### config.mk
export PLATFORM = sky130hd
export DESIGN_NAME = fetch_unit
export DESIGN_NICKNAME = d
export VERILOG_FILES = /design/src/rtl/fetch_unit.sv
export SDC_FILE = /design/constraint.sdc
export NUM_CORES = 1
export LEC_CHECK = 0
export ABC_CLOCK_PERIOD_IN_PS = 3900
export BUFFER_PORTS_ARGS = -buffer_cell sky130_fd_sc_hd__buf_2
export CAP_MARGIN = 20
export CORE_UTILIZATION = 46
export CTS_BUF_LIST = sky130_fd_sc_hd__clkbuf_16
export CTS_CLUSTER_DIAMETER = 120
export CTS_CLUSTER_SIZE = 30
export DETAILED_ROUTE_END_ITERATION = 16
export GPL_TIMING_DRIVEN = 0
export PLACE_DENSITY = 0.77
export SLEW_MARGIN = 10
export SYNTH_ARGS = -nofsm -noshare
export SYNTH_HDL_FRONTEND = slang
export SYNTH_SLANG_ARGS = --single-unit
### constraint.sdc
create_clock -name clk -period 3.9 [get_ports clk]
set_input_delay 0.39 -clock clk [delete_from_list [all_inputs] [get_ports clk]]
set_output_delay 0.39 -clock clk [all_outputs]
set_load 0.02 [all_outputs]
### src/rtl/fetch_unit.sv
// fetch_unit: instruction-fetch stage feeding the main decoder.
//
// Owns the program counter and fetches one instruction at a time over a
// req/ack memory port. The instruction is held for decode/execute until it
// retires. The next PC is then taken from the branch/jump controls and the
// ALU zero flag. Slow memory is tolerated up to MAX_WAIT cycles. A timeout or
// a misaligned next PC parks the unit in FAULT until reset.
//
// Ports:
//   clk, rst              clock (rising edge), async active-high reset
//   imem_req/imem_addr    fetch request and address (address is the PC)
//   imem_ack/imem_rdata   memory response, accepted only while fetching
//   instr, instr_pc,      held instruction, its PC and PC+4
//   instr_pcplus4
//   instr_valid           held instruction is valid for decode/execute
//   retire                execute finishes the held instruction
//   branch, zero, jump,   next-PC controls, sampled on the retire edge
//   jalr, pctarget,
//   aluresult
//   fetch_fault           sticky fault flag
//
// state | meaning
// IDLE  | just out of reset; starts fetching on the next edge
// FETCH | request outstanding, counting wait cycles
// HOLD  | instruction held for decode/execute until retire
// FAULT | timeout or misaligned target; left only through reset

module fetch_unit #(
  parameter logic [31:0] RESET_PC = 32'h0000_0000,
  parameter int          MAX_WAIT = 15
) (
  input  logic        clk,
  input  logic        rst,
  output logic        imem_req,
  output logic [31:0] imem_addr,
  input  logic        imem_ack,
  input  logic [31:0] imem_rdata,
  output logic [31:0] instr,
  output logic [31:0] instr_pc,
  output logic [31:0] instr_pcplus4,
  output logic        instr_valid,
  input  logic        retire,
  input  logic        branch,
  input  logic        zero,
  input  logic        jump,
  input  logic        jalr,
  input  logic [31:0] pctarget,
  input  logic [31:0] aluresult,
  output logic        fetch_fault
);

  typedef enum logic [1:0] {IDLE, FETCH, HOLD, FAULT} state_t;

  // The timeout fires on the edge that would take the counter to MAX_WAIT.
  localparam logic [7:0] WAIT_LAST = 8'(MAX_WAIT - 1);

  state_t      state;
  logic [31:0] pc;
  logic [7:0]  wait_cnt;
  logic [31:0] next_pc;

  assign imem_addr = pc;

  // jalr clears bit 0 of the computed target. Bit 1 is left alone, so the
  // misalignment check below can still catch it.
  always_comb begin
    next_pc = pc + 32'd4;
    if (jump && jalr)
      next_pc = aluresult & ~32'd1;
    else if ((branch && zero) || jump)
      next_pc = pctarget;
  end

  always_ff @(posedge clk or posedge rst) begin
    if (rst) begin
      state         <= IDLE;
      pc            <= RESET_PC;
      wait_cnt      <= 8'd0;
      imem_req      <= 1'b0;
      instr         <= 32'd0;
      instr_pc      <= 32'd0;
      instr_pcplus4 <= 32'd0;
      instr_valid   <= 1'b0;
      fetch_fault   <= 1'b0;
    end else begin
      case (state)
        IDLE: begin
          state    <= FETCH;
          imem_req <= 1'b1;
        end
        FETCH: begin
          if (imem_ack) begin
            instr         <= imem_rdata;
            instr_pc      <= pc;
            instr_pcplus4 <= pc + 32'd4;
            instr_valid   <= 1'b1;
            imem_req      <= 1'b0;
            wait_cnt      <= 8'd0;
            state         <= HOLD;
          end else if (wait_cnt == WAIT_LAST) begin
            imem_req    <= 1'b0;
            fetch_fault <= 1'b1;
            wait_cnt    <= 8'd0;
            state       <= FAULT;
          end else begin
            wait_cnt <= wait_cnt + 8'd1;
          end
        end
        HOLD: begin
          if (retire) begin
            instr_valid <= 1'b0;
            if (next_pc[1]) begin
              // The PC keeps the faulting instruction's address.
              fetch_fault <= 1'b1;
              state       <= FAULT;
            end else begin
              pc       <= next_pc;
              imem_req <= 1'b1;
              state    <= FETCH;
            end
          end
        end
        FAULT: begin
          imem_req    <= 1'b0;
          instr_valid <= 1'b0;
          fetch_fault <= 1'b1;
        end
        default: state <= FAULT;
      endcase
    end
  end

endmodule
==> flow_results.org, run 1 <==
** Status
- Run status :: completed

** Power and ir drop
- For this design the ratio of total power to cell area is about 800 nW/um2.
- IR Drop Worst-Case VDD :: ~380 uV
- Design Power :: 7.24 mW
- In this run the static leakage power is 4.16 nW.

** GRT
- Global routing finished with a remaining overflow of 0.
- In this run the most used layer during global routing was met2.
- In the global route stage, met3 resource usage came out at 8.20%.
- Global routing usage on met1 :: 36.8%
- In the global route stage, met2 resource usage came out at a little under half.
- Wire length of the first global-routing pass :: approximately 32 mm
- Pin count of the biggest net entering global routing :: 37
- GRT Total Usage :: 28.3%
- The via count of the first global-routing pass was 5850.
- Initial antenna violation count :: 2

** Drt
- Using the TritonRoute via totals, the vias-per-cell ratio works out to roughly 5.6.
- Final wirelength :: 21.3 mm
- Overall via count from detail_route :: between 6000 and 7000
- Initial drt markers :: 586
- Wire per inst :: around 19 um
- Number of routed nets with antenna violations :: 0
- Number of remaining DRC errors :: 0
- Length of the first detailed-routing pass in iterations :: 6

** Cells and area
- Final #Nets :: just over 1000
- Count of filler cells inserted in the layout :: ~1300
- Most common cell after layout, fill and taps aside :: buf_2
- P&R area growth vs syn :: 29.5%
- Commonest cells after routing, fill and taps aside :: buf_2 (234), dfrtp_1 (137), nand2_1 (74)
- Cells with a size suffix above 1 make up about 37% of the layout.

** Clock network
- Counting along the longest clock path gives a buffer depth of 2.
- Buffers added to address setup during post-CTS repair amount to 0.
- CTS tree :: yes
- Number of buffers inserted during clock tree synthesis :: 17
- CTS built an H-tree with a depth of 4.
- Clock-pin slew was measured on the worst setup and hold paths at roughly 0.060 ns.
- The root buffer cell chosen for the clock tree is clkbuf_16.
- Post-cts resize count :: 0
- For the worst-skew pair, the clock arrives at the later sink with an insertion delay of approximately 0.42 ns.
- Clock tree synthesis found a total of around 140 sinks.
- Hold Buf Count CTS :: 0

** Critical path
- Capturing element type of the critical path :: flop
- The worst setup path is of the flop to flop kind.
- WP data arrival :: between 3 and 4 ns
- Data required, critical path :: 4.23 ns
- The worst setup path is launched from a flop.
- Along the worst path, the maximum fanout reaches 10.

** Hold path
- The worst hold path belongs to the class input pin to async pin.

** Synthesis
- Post-synthesis register bit count :: around 140
- Netlist Area Pre-Place :: 6810 um2
- Instance count of the mapped netlist :: ~660
- Yosys warns :: 0
- EDFF count, synth :: 0
- Post-synthesis sequential area ratio :: about half
- In the synthesized netlist the dominant register cell turns out to be dfrtp_1.
- Library cells used by synthesis :: 58
- Post-synthesis async set-or-reset flop share :: 100%
- The average instance in the mapped netlist occupies slightly above 10 um2.

** STA
- Timing would allow up to between 300 and 400 MHz.
- At the pin with the least slew margin, the transition time is 1.13 ns.
- Post-route fraction of the period consumed by the critical path :: between 60% and 70%
- Adding up every negative setup slack in the final design gives 0 ns.
- Number of setup violations in the final report :: 0
- Setup repair after global routing left no endpoint under its margin.
- The routed design could run at a clock period as short as roughly 2.7 ns.
- The final number of hold-violating endpoints is 0.
- Final clock skew :: 0.00662 ns
- The max-slew violation total from the final report is 0.
- Max transition margin :: between 20% and 30%

** Floorplanning
- Once the floorplan was initialized, standard cells occupied about 47% of the core.
- The die is between 100 and 150 um tall.
- Top-Level Pins :: between 200 and 250
- Die outline area :: roughly 15000 um2
- Cell row count :: 44
- After floorplanning, the core was sized to cover 14500 um2.
- Die boundary width :: about 120 um

** Run
- The tool flagged a number of max-cap violations equal to 0.

** Placement
- Final RePlAce weighted congestion :: around 0.94
- The count of buffers added on input and output ports is roughly 230.
- Detailed placement finished with a half-perimeter wire length of around 16 mm.
==> final cells by class <==
| type | count | area, um2 | area share (%) |
|---|---|---|---|
| timing repair buffer | 232 | 1210 | 13.7 |
| buffer | 48 | 201 | 2.29 |
| clock buffer | 17 | 425 | 4.83 |
| clock inverter | 14 | 131 | 1.49 |
| sequential | 137 | 3430 | 38.9 |
| inverter | 21 | 82.6 | 0.937 |
| tap | 184 | 230 | 2.61 |
| multi-input combinational | 458 | 3100 | 35.2 |
| antenna | 1 | 2.50 | 0.0284 |
==> worst paths after layout <==
check / startpoint / to / slack, ns / cells after the start
max in group asynchronous: rst / instr_pcplus4[24]$_DFFE_PP0P_ / 2.88 / 4
setup / recovery: state[1]$_DFFE_PP0P_ / instr_pcplus4[27]$_DFFE_PP0P_ / 1.18 / 8
hold / removal: rst / instr_pc[7]$_DFFE_PP0P_ / 0.12 / 2
min in group clk: imem_rdata[5] / instr[5]$_DFFE_PP0P_ / 0.20 / 2
setup reg to reg: state[1]$_DFFE_PP0P_ / instr_pcplus4[27]$_DFFE_PP0P_ / 1.18 / 8
hold reg to reg: fetch_fault$_DFFE_PP0P_ / fetch_fault$_DFFE_PP0P_ / 0.47 / 1
==> state kept, by name, indices dropped and copies added, names as in the netlist <==
signal	flops
instr	32
imem_addr	31
instr_pc	31
instr_pcplus4	30
wait_cnt	8
state	2
fetch_fault	1
imem_req	1
instr_valid	1
==> per-layer routing <==
metal	vias to the layer above	wire (um)
met5	-	0
met4	0	380
met3	29	2000
met2	305	10100
met1	3007	8810
li1	2865	-
==> critical path: stages, from the launching register on <==
cell	delay (ns)
dfrtp_1	0.37
inv_1	0.09
ha_1	0.22
nand2_1	0.13
clkbuf_1	0.56
clkbuf_1	0.50
clkbuf_1	0.55
nand2_1	0.11
o21ai_0	0.10
==> per-stage QoR <==
stage / instances / hold slack, ns / instance area (um2) / worst slack [ns] / utilization [%]
2_1_floorplan: 664 / 0.457 / 6820 / 1.80 / -
3_3_place_gp: 1077 / 0.437 / 8190 / 0.892 / 56.6
3_5_place_dp: 1080 / 0.455 / 8250 / 1.21 / 57.0
4_1_cts: 1111 / 0.141 / 8810 / 1.17 / 60.8
5_1_grt: 1111 / 0.178 / 8810 / 0.955 / 60.8
6_report: 1112 / 0.122 / 8810 / 1.18 / 60.9
==> cell usage after synthesis, drive strengths merged, types with 2 or more instances <==
master	instances	area (um2)
nor2	33	124
nand4	14	103
o2bb2ai	3	26.3
ha	7	87.6
buf	10	58.8
o31ai	4	30.0
clkbuf	38	143
o22ai	11	68.8
a22oi	8	60.1
nor3	8	45.0
and4	5	43.8
a21oi	24	120
o21a	2	15.0
a31oi	5	31.3
a21o	4	30.0
mux2	67	754
nand2b	2	12.5
and3	10	62.6
nor2b	2	12.5
xor2	12	105
a221oi	6	58.8
o21ba	3	30.0
inv	21	78.8
nand2	74	278
dfrtp	137	3430
a22o	6	52.6
o311a	2	20.0
o21ai	63	315
o31a	6	52.6
mux2i	6	60.1
or2	2	15.0
xnor2	18	158
nand3	26	130
nor4	5	43.8
and2	3	18.8
==> logic make-up after synthesis <==
logic type,Yosys count,synth area share [%]
compound gates,159,15.0
xor+xnor,30,3.86
fa+ha+maj,7,1.29
buf+inv,69,4.12
flops,137,50.4
mux,73,12.0
other cells,1,0.0551
simple gates,186,13.3
==> power breakdown <==
| part | switching [mW] | leakage [nW] | internal (mW) |
|---|---|---|---|
| clock | 0.618 | 0.269 | 0.928 |
| sequential | 0.481 | 1.68 | 2.07 |
| combinational | 1.95 | 2.21 | 1.19 |
| total | 3.05 | 4.16 | 4.19 |
(Power assumes the default switching activity.)
==> run 2, diff against run 1 <==
--- a/config.mk
+++ b/config.mk
@@ -5,16 +5,16 @@
 export SDC_FILE = /design/constraint.sdc
 export NUM_CORES = 1
 export LEC_CHECK = 0
-export ABC_CLOCK_PERIOD_IN_PS = 3900
+export ABC_CLOCK_PERIOD_IN_PS = 2650
 export BUFFER_PORTS_ARGS = -buffer_cell sky130_fd_sc_hd__buf_2
 export CAP_MARGIN = 20
-export CORE_UTILIZATION = 46
+export CORE_UTILIZATION = 51
 export CTS_BUF_LIST = sky130_fd_sc_hd__clkbuf_16
 export CTS_CLUSTER_DIAMETER = 120
 export CTS_CLUSTER_SIZE = 30
 export DETAILED_ROUTE_END_ITERATION = 16
 export GPL_TIMING_DRIVEN = 0
-export PLACE_DENSITY = 0.77
+export PLACE_DENSITY = 0.81
 export SLEW_MARGIN = 10
 export SYNTH_ARGS = -nofsm -noshare
 export SYNTH_HDL_FRONTEND = slang
==> constraint.sdc (replaced) <==
create_clock -name clk -period 2.65 [get_ports clk]
set_input_delay 0.265 -clock clk [delete_from_list [all_inputs] [get_ports clk]]
set_output_delay 0.265 -clock clk [all_outputs]
set_load 0.02 [all_outputs]
==> run 2 against run 1 <==
  * Critical path depth down 1
  * Largest cell class unchanged
  * Combinational power up 47%
  * Largest power group unchanged
  * Setup slack worse by 1.1 ns
  * Final area up 0.74%
  * Maximum frequency up 7.3%
  * Register-to-register slack worse by 1.1 ns
==> flow_results.org, run 2 (synthesis gave the netlist of run 1 again) <==
** Power and ir drop
- Design Power :: 10.9 mW (+51%)
- IR Drop Worst-Case VDD :: 618 uV (+63%)
- Leak Pwr :: 4.20 nW (+1.1%)
- Power per cell area :: 1230 nW/um2 (+50%)

** Floorplanning
- The row count was 41 (-6.8%).
- The number of placed I/O pins came to 235 (unchanged).
- Die span in y :: 118 um (-4.9%)
- The initial core utilization came to 53.1% (+6.1 points).
- Standard cell core area :: 12800 um2 (-11%)
- Die boundary width :: 118 um (-4.9%)
- The area of the die was 13800 um2 (-9.6%).

** STA
- RSZ-0062 raised after global routing :: false
- The shortest clock period the worst path allows after layout was 2.53 ns (-0.185 ns).
- The final number of hold-violating endpoints came to 0 (unchanged).
- The post-route clock period utilization is 95.6% (+26 points).
- The transition time at the pin with the least slew margin was 1.05 ns (-0.0794 ns).
- Hold Slack :: 0.0656 ns (-0.0564 ns)
- The relative max-transition margin is 30.0% (+5.3 points).
- The max-slew violation total from the final report was 0 (unchanged).
- The setup violation total in the final timing report was 0 (unchanged).
- Final clock skew :: 0.00563 ns (-0.000992 ns)
- The maximum clock frequency is 395 MHz (+7.3%).

** Cells and area
- The number of flip-flops in the largest register came to 32 (unchanged).
- Commonest cells after routing, fill and taps aside :: buf_2 (234), dfrtp_1 (137), nand2_1 (74)
- P&R area growth vs syn :: 30.4%
- Fraction of final layout cells with drive strength greater than 1 :: 37.9% (+0.43 points)
- Post-route core utilization :: 69.2% (+8.4 points)
- The library cell used most frequently in the layout, excluding fill and tap cells, is buf_2.
- Final #Nets :: 1026 (unchanged)
- Count of filler cells inserted in the layout :: 1051 (-17%)
- The number of antenna diodes is 0 (-1).
- Top reg by flops :: instr

** Clock network
- Number of buffers inserted during clock tree synthesis :: 17 (unchanged)
- Insertion delay of the later-clocked pin in the worst-skew pair :: 0.42 ns (about the same)
- The level count of the clock H-tree was 4 (unchanged).
- The largest buffer count on any clock path is 2 (unchanged).
- CTS tree :: yes
- The sink count of the clock tree is 137 (unchanged).
- The tree is rooted in a clkbuf_16.
- The clock slew seen by the registers of the worst setup and hold paths is 0.06 ns (about the same).

** GRT
- Pin count of the biggest net entering global routing :: 38 (+2.7%)
- The global router's overall resource usage is 31.3% (+3.0 points).
- Wire length of the first global-routing pass :: 33.0 mm (+3.6%)
- The number of antenna violations at the first check in global routing is 0 (-2).
- Via count of the first global-routing pass :: 6048 (+3.4%)
- GRT overflow :: 0 (unchanged)

** Critical path
- Worst path bufs/invs :: 1 (-3)
- The worst setup path is launched from a flop.
- The worst setup path is of the flop to flop kind.
- Cell breakdown of the critical path :: ha_1 -> nand3_1 -> nor4_2 -> buf_2 -> nand4_1 -> a2bb2oi_1 -> o21a_1
- Top cell family by delay on the critical path :: simple AND/OR/NAND/NOR gates
- The worst setup slack for register-to-register paths came to 0.12 ns (-1.07 ns).
- The delay of the slowest critical-path stage was 0.56 ns (about the same).
- The slowest stage of the critical path belongs to the cell dfrtp_1.
- Capturing element type of the critical path :: flop
- WP data arrival :: 2.85 ns (-0.20 ns)
- Data required, critical path :: 2.96 ns (-1.27 ns)
- The maximum net fanout on the critical path was 10 (unchanged).

** Hold path
- In this run the worst hold path is classified as input pin to flop.

** Drt
- The number of detailed-route iterations in the first pass came to 5 (-1).
- Number of routed nets with antenna violations :: 0 (unchanged)
- The number of remaining DRC errors was 0 (unchanged).
- Wire per inst :: 19.1 um (-0.47%)
- The routed wire length was 21.0 mm (-1.6%).
- Initial drt markers :: 508 (-13%)
- The via total after detailed routing is 6350 (+2.3%).
- Average via count per standard cell :: 5.78 (+3.5%)

** Placement
- The final weighted congestion in routability-driven placement is 0.923 (-1.9%).
- HPWL after detailed placement :: 15.2 mm (-2.8%)
- The number of buffers inserted by port buffering was 229 (unchanged).

** Status
- The run finished with clean final reports.

** Run
- Maximum Capacitance Violations :: 0 (unchanged)
run 2: cell type report:
class,count,area [um2],share of cell area [%]
clock inverter,14,204,2.30
buffer,47,201,2.27
sequential,137,3430,38.6
inverter,21,82.6,0.930
multi-input combinational,458,3100,35.0
tap,172,215,2.42
timing repair buffer,233,1220,13.7
clock buffer,17,425,4.79
run 2: per-layer routing:
metal | up-vias | track usage [%] | wire, um
met3 | 62 | 7.22 | 1750
met5 | - | 0 | 0
met4 | 0 | 14.3 | 738
met2 | 333 | 49.9 | 10000
li1 | 2883 | - | -
met1 | 3072 | 40.7 | 8470
run 2: report_power, final:
group / internal (mW) / total, mW / switching (mW)
clock network: 1.65 / 2.54 / 0.888
registers: 3.05 / 3.76 / 0.716
logic: 1.75 / 4.62 / 2.86
total: 6.45 / 10.9 / 4.47
run 2: final timing paths:
kind / from / to / cells after the start
setup reg to reg: imem_addr[2]$_DFFE_PP0P_ / imem_addr[26]$_DFFE_PP0P_ / 7
setup / recovery: imem_addr[2]$_DFFE_PP0P_ / imem_addr[26]$_DFFE_PP0P_ / 7
hold reg to reg: fetch_fault$_DFFE_PP0P_ / fetch_fault$_DFFE_PP0P_ / 1
max in group asynchronous: rst / imem_addr[26]$_DFFE_PP0P_ / 5
hold / removal: pctarget[0] / imem_addr[0]$_DFFE_PP0P_ / 3
min in group asynchronous: rst / instr[27]$_DFFE_PP0P_ / 3
run 2: per-stage QoR:
stage                     TNS (ns)  cells  setup WS (ns)  instance area (um2)
after floorplan                  0    664          0.627                 6820
after global placement      -26.53   1065         -0.202                 8180
after detailed placement   -0.0460   1068        -0.0219                 8240
after CTS                        0   1100         0.0998                 8880
after global routing             0   1099        0.00513                 8880
final                            0   1099          0.116                 8880
run 2: timing repair:
action                                  4_1_cts  5_1_grt
endpoints found under the setup margin       15       10
endpoints found under the hold margin        30        0
resized for setup                             2        2
buffers inserted                              0        0
hold buffers                                  1        0
run 2: tightest hold or removal path, delay by kind of cell:
family        cells  cell delay, ns
simple gates      2            0.11
buf+inv           1            0.07
